`src/rtl/fpu_arbiter.sv`:
```
// ============================================================================
// fpu_arbiter: round-robin arbiter sharing one FPU between two requesters,
// with done-level handshake, WAIT timeout (qNaN + err) and registered outputs.
// Revision: 1.0
// ============================================================================
`default_nettype none

module fpu_arbiter #(
  parameter int TIMEOUT = 255
) (
  input  logic        clk,
  input  logic        rst,
  input  logic        req0,
  input  logic        req1,
  input  logic [31:0] a0,
  input  logic [31:0] b0,
  input  logic [31:0] a1,
  input  logic [31:0] b1,
  input  logic [1:0]  op0,
  input  logic [1:0]  op1,
  output logic        ack0,
  output logic        ack1,
  output logic        rdy0,
  output logic        rdy1,
  output logic [31:0] r0,
  output logic [31:0] r1,
  output logic        err0,
  output logic        err1,
  output logic [31:0] fpu_a,
  output logic [31:0] fpu_b,
  output logic [1:0]  fpu_op,
  output logic        fpu_start,
  input  logic [31:0] fpu_r,
  input  logic        fpu_done,
  output logic        busy
);

  localparam logic [1:0] IDLE  = 2'd0;
  localparam logic [1:0] ISSUE = 2'd1;
  localparam logic [1:0] WAIT  = 2'd2;
  localparam logic [1:0] RESP  = 2'd3;

  // Counter only needs to reach TIMEOUT-1: the last WAIT cycle ends the wait.
  localparam int              CNT_W    = (TIMEOUT < 2) ? 1 : $clog2(TIMEOUT);
  localparam logic [CNT_W-1:0] CNT_LAST = CNT_W'(TIMEOUT - 1);
  localparam logic [31:0]     QNAN     = 32'h7FC0_0000;

  logic [1:0]       state;
  logic             ptr;
  logic             owner;
  logic [CNT_W-1:0] wait_cnt;

  logic        any_req;
  logic        win;
  logic        wait_end;
  logic [31:0] result;

  always_comb begin
    any_req = req0 | req1;
    win     = 1'b0;
    if (req0 && req1) begin
      win = ptr;
    end else if (req1) begin
      win = 1'b1;
    end
    wait_end = fpu_done || (wait_cnt == CNT_LAST);
    result   = fpu_done ? fpu_r : QNAN;
  end

  always_ff @(posedge clk or negedge rst) begin
    if (!rst) begin
      state     <= IDLE;
      ptr       <= 1'b0;
      owner     <= 1'b0;
      wait_cnt  <= '0;
      ack0      <= 1'b0;
      ack1      <= 1'b0;
      rdy0      <= 1'b0;
      rdy1      <= 1'b0;
      r0        <= '0;
      r1        <= '0;
      err0      <= 1'b0;
      err1      <= 1'b0;
      fpu_a     <= '0;
      fpu_b     <= '0;
      fpu_op    <= '0;
      fpu_start <= 1'b0;
      busy      <= 1'b0;
    end else begin
      ack0 <= 1'b0;
      ack1 <= 1'b0;
      rdy0 <= 1'b0;
      rdy1 <= 1'b0;
      case (state)
        IDLE: begin
          // A still-high fpu_done belongs to the previous op; let it drain first.
          if (any_req && !fpu_done) begin
            owner     <= win;
            fpu_a     <= win ? a1 : a0;
            fpu_b     <= win ? b1 : b0;
            fpu_op    <= win ? op1 : op0;
            ack0      <= ~win;
            ack1      <= win;
            fpu_start <= 1'b1;
            busy      <= 1'b1;
            state     <= ISSUE;
          end
        end
        ISSUE: begin
          wait_cnt <= '0;
          state    <= WAIT;
        end
        WAIT: begin
          if (wait_end) begin
            if (owner) begin
              r1   <= result;
              err1 <= ~fpu_done;
              rdy1 <= 1'b1;
            end else begin
              r0   <= result;
              err0 <= ~fpu_done;
              rdy0 <= 1'b1;
            end
            fpu_start <= 1'b0;
            state     <= RESP;
          end else begin
            wait_cnt <= wait_cnt + 1'b1;
          end
        end
        RESP: begin
          ptr   <= ~ptr;
          busy  <= 1'b0;
          state <= IDLE;
        end
        default: begin
          fpu_start <= 1'b0;
          busy      <= 1'b0;
          state     <= IDLE;
        end
      endcase
    end
  end

endmodule

`default_nettype wire

```
`config.mk`:
```
export PLATFORM = sky130hd
export DESIGN_NAME = fpu_arbiter
export DESIGN_NICKNAME = d
export VERILOG_FILES = /design/src/rtl/fpu_arbiter.sv
export SDC_FILE = /design/constraint.sdc
export NUM_CORES = 1
export LEC_CHECK = 0
export ABC_AREA = 1
export CORE_AREA = 2 2 126 128
export CTS_BUF_LIST = sky130_fd_sc_hd__clkbuf_4
export DETAILED_ROUTE_END_ITERATION = 10
export DIE_AREA = 0 0 128 130
export PLACE_DENSITY_LB_ADDON = 0.15
export SLEW_MARGIN = 30
export SYNTH_ARGS = -nofsm -noshare
export SYNTH_HDL_FRONTEND = slang
export SYNTH_SLANG_ARGS = --single-unit
```
`constraint.sdc`:
```
create_clock -name clk -period 2.03 [get_ports clk]
set_clock_uncertainty 0.2 [all_clocks]
set_input_delay 0.406 -clock clk [delete_from_list [all_inputs] [get_ports clk]]
set_output_delay 0.406 -clock clk [all_outputs]
set_load 0.005 [all_outputs]
```
== Word level (Yosys, flattened, before mapping) ==
Index checks and enable logic that the tools add are counted.
Storage, ports and cells
  bits of input ports: 169
  output and inout port bits: 138
  logic and storage cells: 70
  flip-flop bits (word level): 150
Cells by class
  multiplexer cells: 25
  bitwise logic cells: 5
  $add $sub $neg: 1
  reduce and logical (&&, ||, !) cells: 15
  eq/ne operators: 7
Operator list (count)
  $mux 32: 3
  $pmux 8 s2: 1
  $mux 1: 14
  $reduce_and 3->1: 3
  $add 8x1->8 const B: 1
  $eq 8x8->1 const B: 1
  $mux 8: 1
  $pmux 2 s4: 1
  $reduce_and 2->1: 4
  $mux 2: 3
  $ne 2x2->1 const B: 3
  $reduce_bool 2->1: 3
  $eq 2x2->1 const B: 2
  $not 1->1: 4
  $pmux 1 s2: 2
  $eq 2x1->1 const B: 1
  $logic_and 1x1->1: 2
  $logic_not 2->1: 1
  $logic_not 1->1: 1
  $logic_or 1x1->1: 1
  $or 1x1->1: 1

== Depth between registers and ports, before layout ==
  depth in word-level cells: 5
  depth in mapped cells: 11
  gate-level depth less buffers: 9

== Least setup slack after synthesis ==
No wires, ideal clock.
  path type: flip-flop to flip-flop
  from: register wait_cnt[0]
  to: register err0
  required time: 1.694 ns
  cell stages (with the launch flop): 12
  setup time: 0.136 ns
  path buffers: 2
  path slack: 0.330 ns
  clock period less this slack: 1.700 ns
  data arrival time: 1.363 ns
  cell sequence: dfrtp_1 -> inv_1 -> ha_1 -> nand2_1 -> nor2_1 -> nand2_1 -> nand2_1 -> nand3_2 -> buf_6 -> buf_6 -> nand2_1 -> o21ai_0
On the way
  longest elaborated chain between the ends: 3
RTL lines
  from (decl): line 51  | logic [CNT_W-1:0] wait_cnt;
  from (signal assigned): line 127  | wait_cnt <= wait_cnt + 1'b1;
  $eq 8x8->1: line 66  | wait_end = fpu_done || (wait_cnt == CNT_LAST);
  $logic_or 1x1->1: line 66
  $reduce_and 3->1 (no line)
  to (signal assigned): line 121  | err0 <= ~fpu_done;
  to (decl): line 27  | output logic err0,
Every way passes these cells.
A chain may end at the register's enable or synchronous reset.

== Worst setup path in the final report ==
  from: register wait_cnt[0]
  to: register r0[11]
On the way
  longest elaborated chain between the ends: 3
RTL lines
  $eq 8x8->1: line 66
  $logic_or 1x1->1: line 66
  $reduce_and 3->1 (no line)
  to (signal assigned): line 120  | r0 <= result;
  to (decl): line 25  | output logic [31:0] r0,
Every way passes these cells.

==> out/results.tsv <==
metric	value	unit
run_status	finished, final reports clean	
die_area	0.0166	sq mm
synth_area	0.00633	sq mm
overflow	0	
startpoint	wait_cnt[0]$_DFFE_PN0P_	
fin_crit_sh	92.3	%
route.met3.wl	1210	um
tightest_slew	434	ps
finalWorstSetupSlack	156	ps
cts_root_buffer	clkbuf_4	
final_common_cell	nand2_1	
ios	307	
cap_violations	0	
synth.ff_latch_count	150	
start_util	41.0	%
vias	6051	
hold_viol	0	
htree_levels	4	
dpl_worst_slack	-97.1	ps
worstSetupEndpoint	r0[11]$_DFFE_PN0P_	
port_buffers	306	
total_power	0.0117	W
dp.cells	1202	
cts_tree	done	
routabilityCongestion	0.818	
post_drt_via_cell_ratio	4.82	
synth.distinct_cells	24	
clk_pin_slew	120	ps
maxSlewViolCount	0	
final_cells	1255	
antenna_found_initial	0	
start_kind	flop	
hp-class	in -> async	
antenna_left	0	
rr_startpoint	wait_cnt[0]$_DFFE_PN0P_	
rows	46	
wl_per_cell	15.6	um
top_layer_used	met4	
p_per_area	1180	mW/mm^2
period_minus_slack	1870	ps
wirelength	19500	um
critPathArrivalTime	2130	ps
yosysSeqAreaShare	59.3	%
synth_fp_nets	893	
drcViolationCount	0	
grt_pass1_wl	30000	um
grt_pass1_vias	5864	
grt_max_degree	68	
setup_viol	0	
fp.coreArea	0.0154	sq mm
netlist_instances	718	
r2r_end	r0[11]$_DFFE_PN0P_	
numCtsBuffers	17	
path_max_fanout	46	
die_h	130	um
reg2regPathDepth	9	
r2r_slack	160	ps
grt.total_usage	23.4	%
slew_headroom	71.0	%
endpoint_kind	flop	
die_x	128	um
yosysWarnings	0	
hold_slack	144	ps
required	2290	ps
syn_to_final_growth	57.6	%
dr.pass1.iters	5	
timing.fmax	534	MHz
wl_met1	8180	um
dpl.hpwl	14300	um
antenna_cells	0	
avgSynthCellArea	8.82	sq um
nets	1226	
rsz0062_at_grt	no	
max-vdd-ir-drop	0.732	mV
power.leakage	5.03	nW
critical_path_class	reg -> reg	
drtIter0Drc	352	
route.met2.wl	9700	um
clkLatencyLatePin	550	ps
cts.path.max_buffers	2	
layout_common_cells	nand2_1, clkdlybuf4s50_1, dfrtp_1, dlygate4sd2_1, nand3_1	
drive_above_1_share	8.00	%
numClockSinks	150	
## power by group
| group | internal, W | switching [W] | total, W |
|---|---|---|---|
| registers | 0.00427 | 0.000671 | 0.00494 |
| logic | 0.00264 | 0.00229 | 0.00494 |
| clock network | 0.000833 | 0.00104 | 0.00187 |
## through the flow
stage / TNS, ps / utilization, % / cell area, sq um
after floorplan: 0 / - / 6330
after global placement: -347 / 62.9 / 9700
after detailed placement: -3600 / 62.9 / 9700
after CTS: 0 / 64.6 / 9970
after global routing: 0 / 64.7 / 9970
final: 0 / 64.7 / 9970
## cells in the mapped netlist, drive strengths merged
cell type    n  share of area, %
a21oi        2              0.16
nor2        24               1.9
inv         17               1.0
o21ai       73               5.8
buf         29               3.8
nand3       77               6.2
o21a         1              0.12
a2bb2oi      1              0.14
nor3         2              0.16
xor2         2              0.28
nand2      323                19
ha           6               1.2
clkbuf      11              0.69
dfrtp      150                59
## cell type report
| class | instances | area, sq um |
|---|---|---|
| multi-input combinational | 511 | 2240 |
| sequential | 150 | 3750 |
| clock buffer | 18 | 135 |
| tap | 192 | 240 |
| timing repair buffer | 354 | 3400 |
| clock inverter | 13 | 139 |
| fill | 1391 | 5450 |
| inverter | 17 | 66.3 |
## metal layers
metal,global-route usage [%],vias to the layer above
li1,-,2957
met1,29.2,2856
met2,39.2,207
met3,6.31,31
met4,8.86,0
met5,0,-
## how the worst min path moves through the flow
stage / start / depth (start not counted) / slack, ps / to
final: rst / 2 / 140 / r0[3]$_DFFE_PN0P_
after detailed placement: rst / 1 / 160 / r0[3]$_DFFE_PN0P_
after floorplan: rst / 0 / -90 / ack0$_DFF_PN0_
after global routing: rst / 2 / 150 / rdy1$_DFF_PN0_
after global placement: rst / 1 / 160 / rdy1$_DFF_PN0_
after CTS: rst / 2 / 100 / r0[3]$_DFFE_PN0P_
## flip-flops by register name (all words and copies together), names as in the netlist
signal and flops:
busy 1, state 2, ack1 1, fpu_a 32
rdy1 1, owner 1, rdy0 1, err0 1
r1 32, r0 32, wait_cnt 8, err1 1
fpu_op 2, fpu_b 32, ptr 1, ack0 1
fpu_start 1
## cell families after synthesis
family                   Yosys count  synth area share (%)
AO/OA/AOI/OAI                     77                  6.25
adder cells (fa/ha/maj)            6                  1.19
XOR/XNOR                           2                 0.277
flip-flops                       150                  59.3
AND/OR/NAND/NOR                  426                  27.5
buffers and inverters             57                  5.50
## critical path: stages, from the launching register on
cell and delay (ps):
dfrtp_1 420, inv_1 110, ha_1 160, nand2_1 50, nor2_1 80, nand2_1 80
nand2_1 130, nand3_4 130, buf_12 200, o21ai_0 200
## what timing repair did
item	CTS	global route
gates cloned	0	0
setup buffers	21	0
hold buffers	1	0
pin swaps	0	0
setup endpoints to repair	138	19
resized for setup	138	1
hold endpoints to repair	150	0
Note: power is estimated with default switching activity, not from simulation.
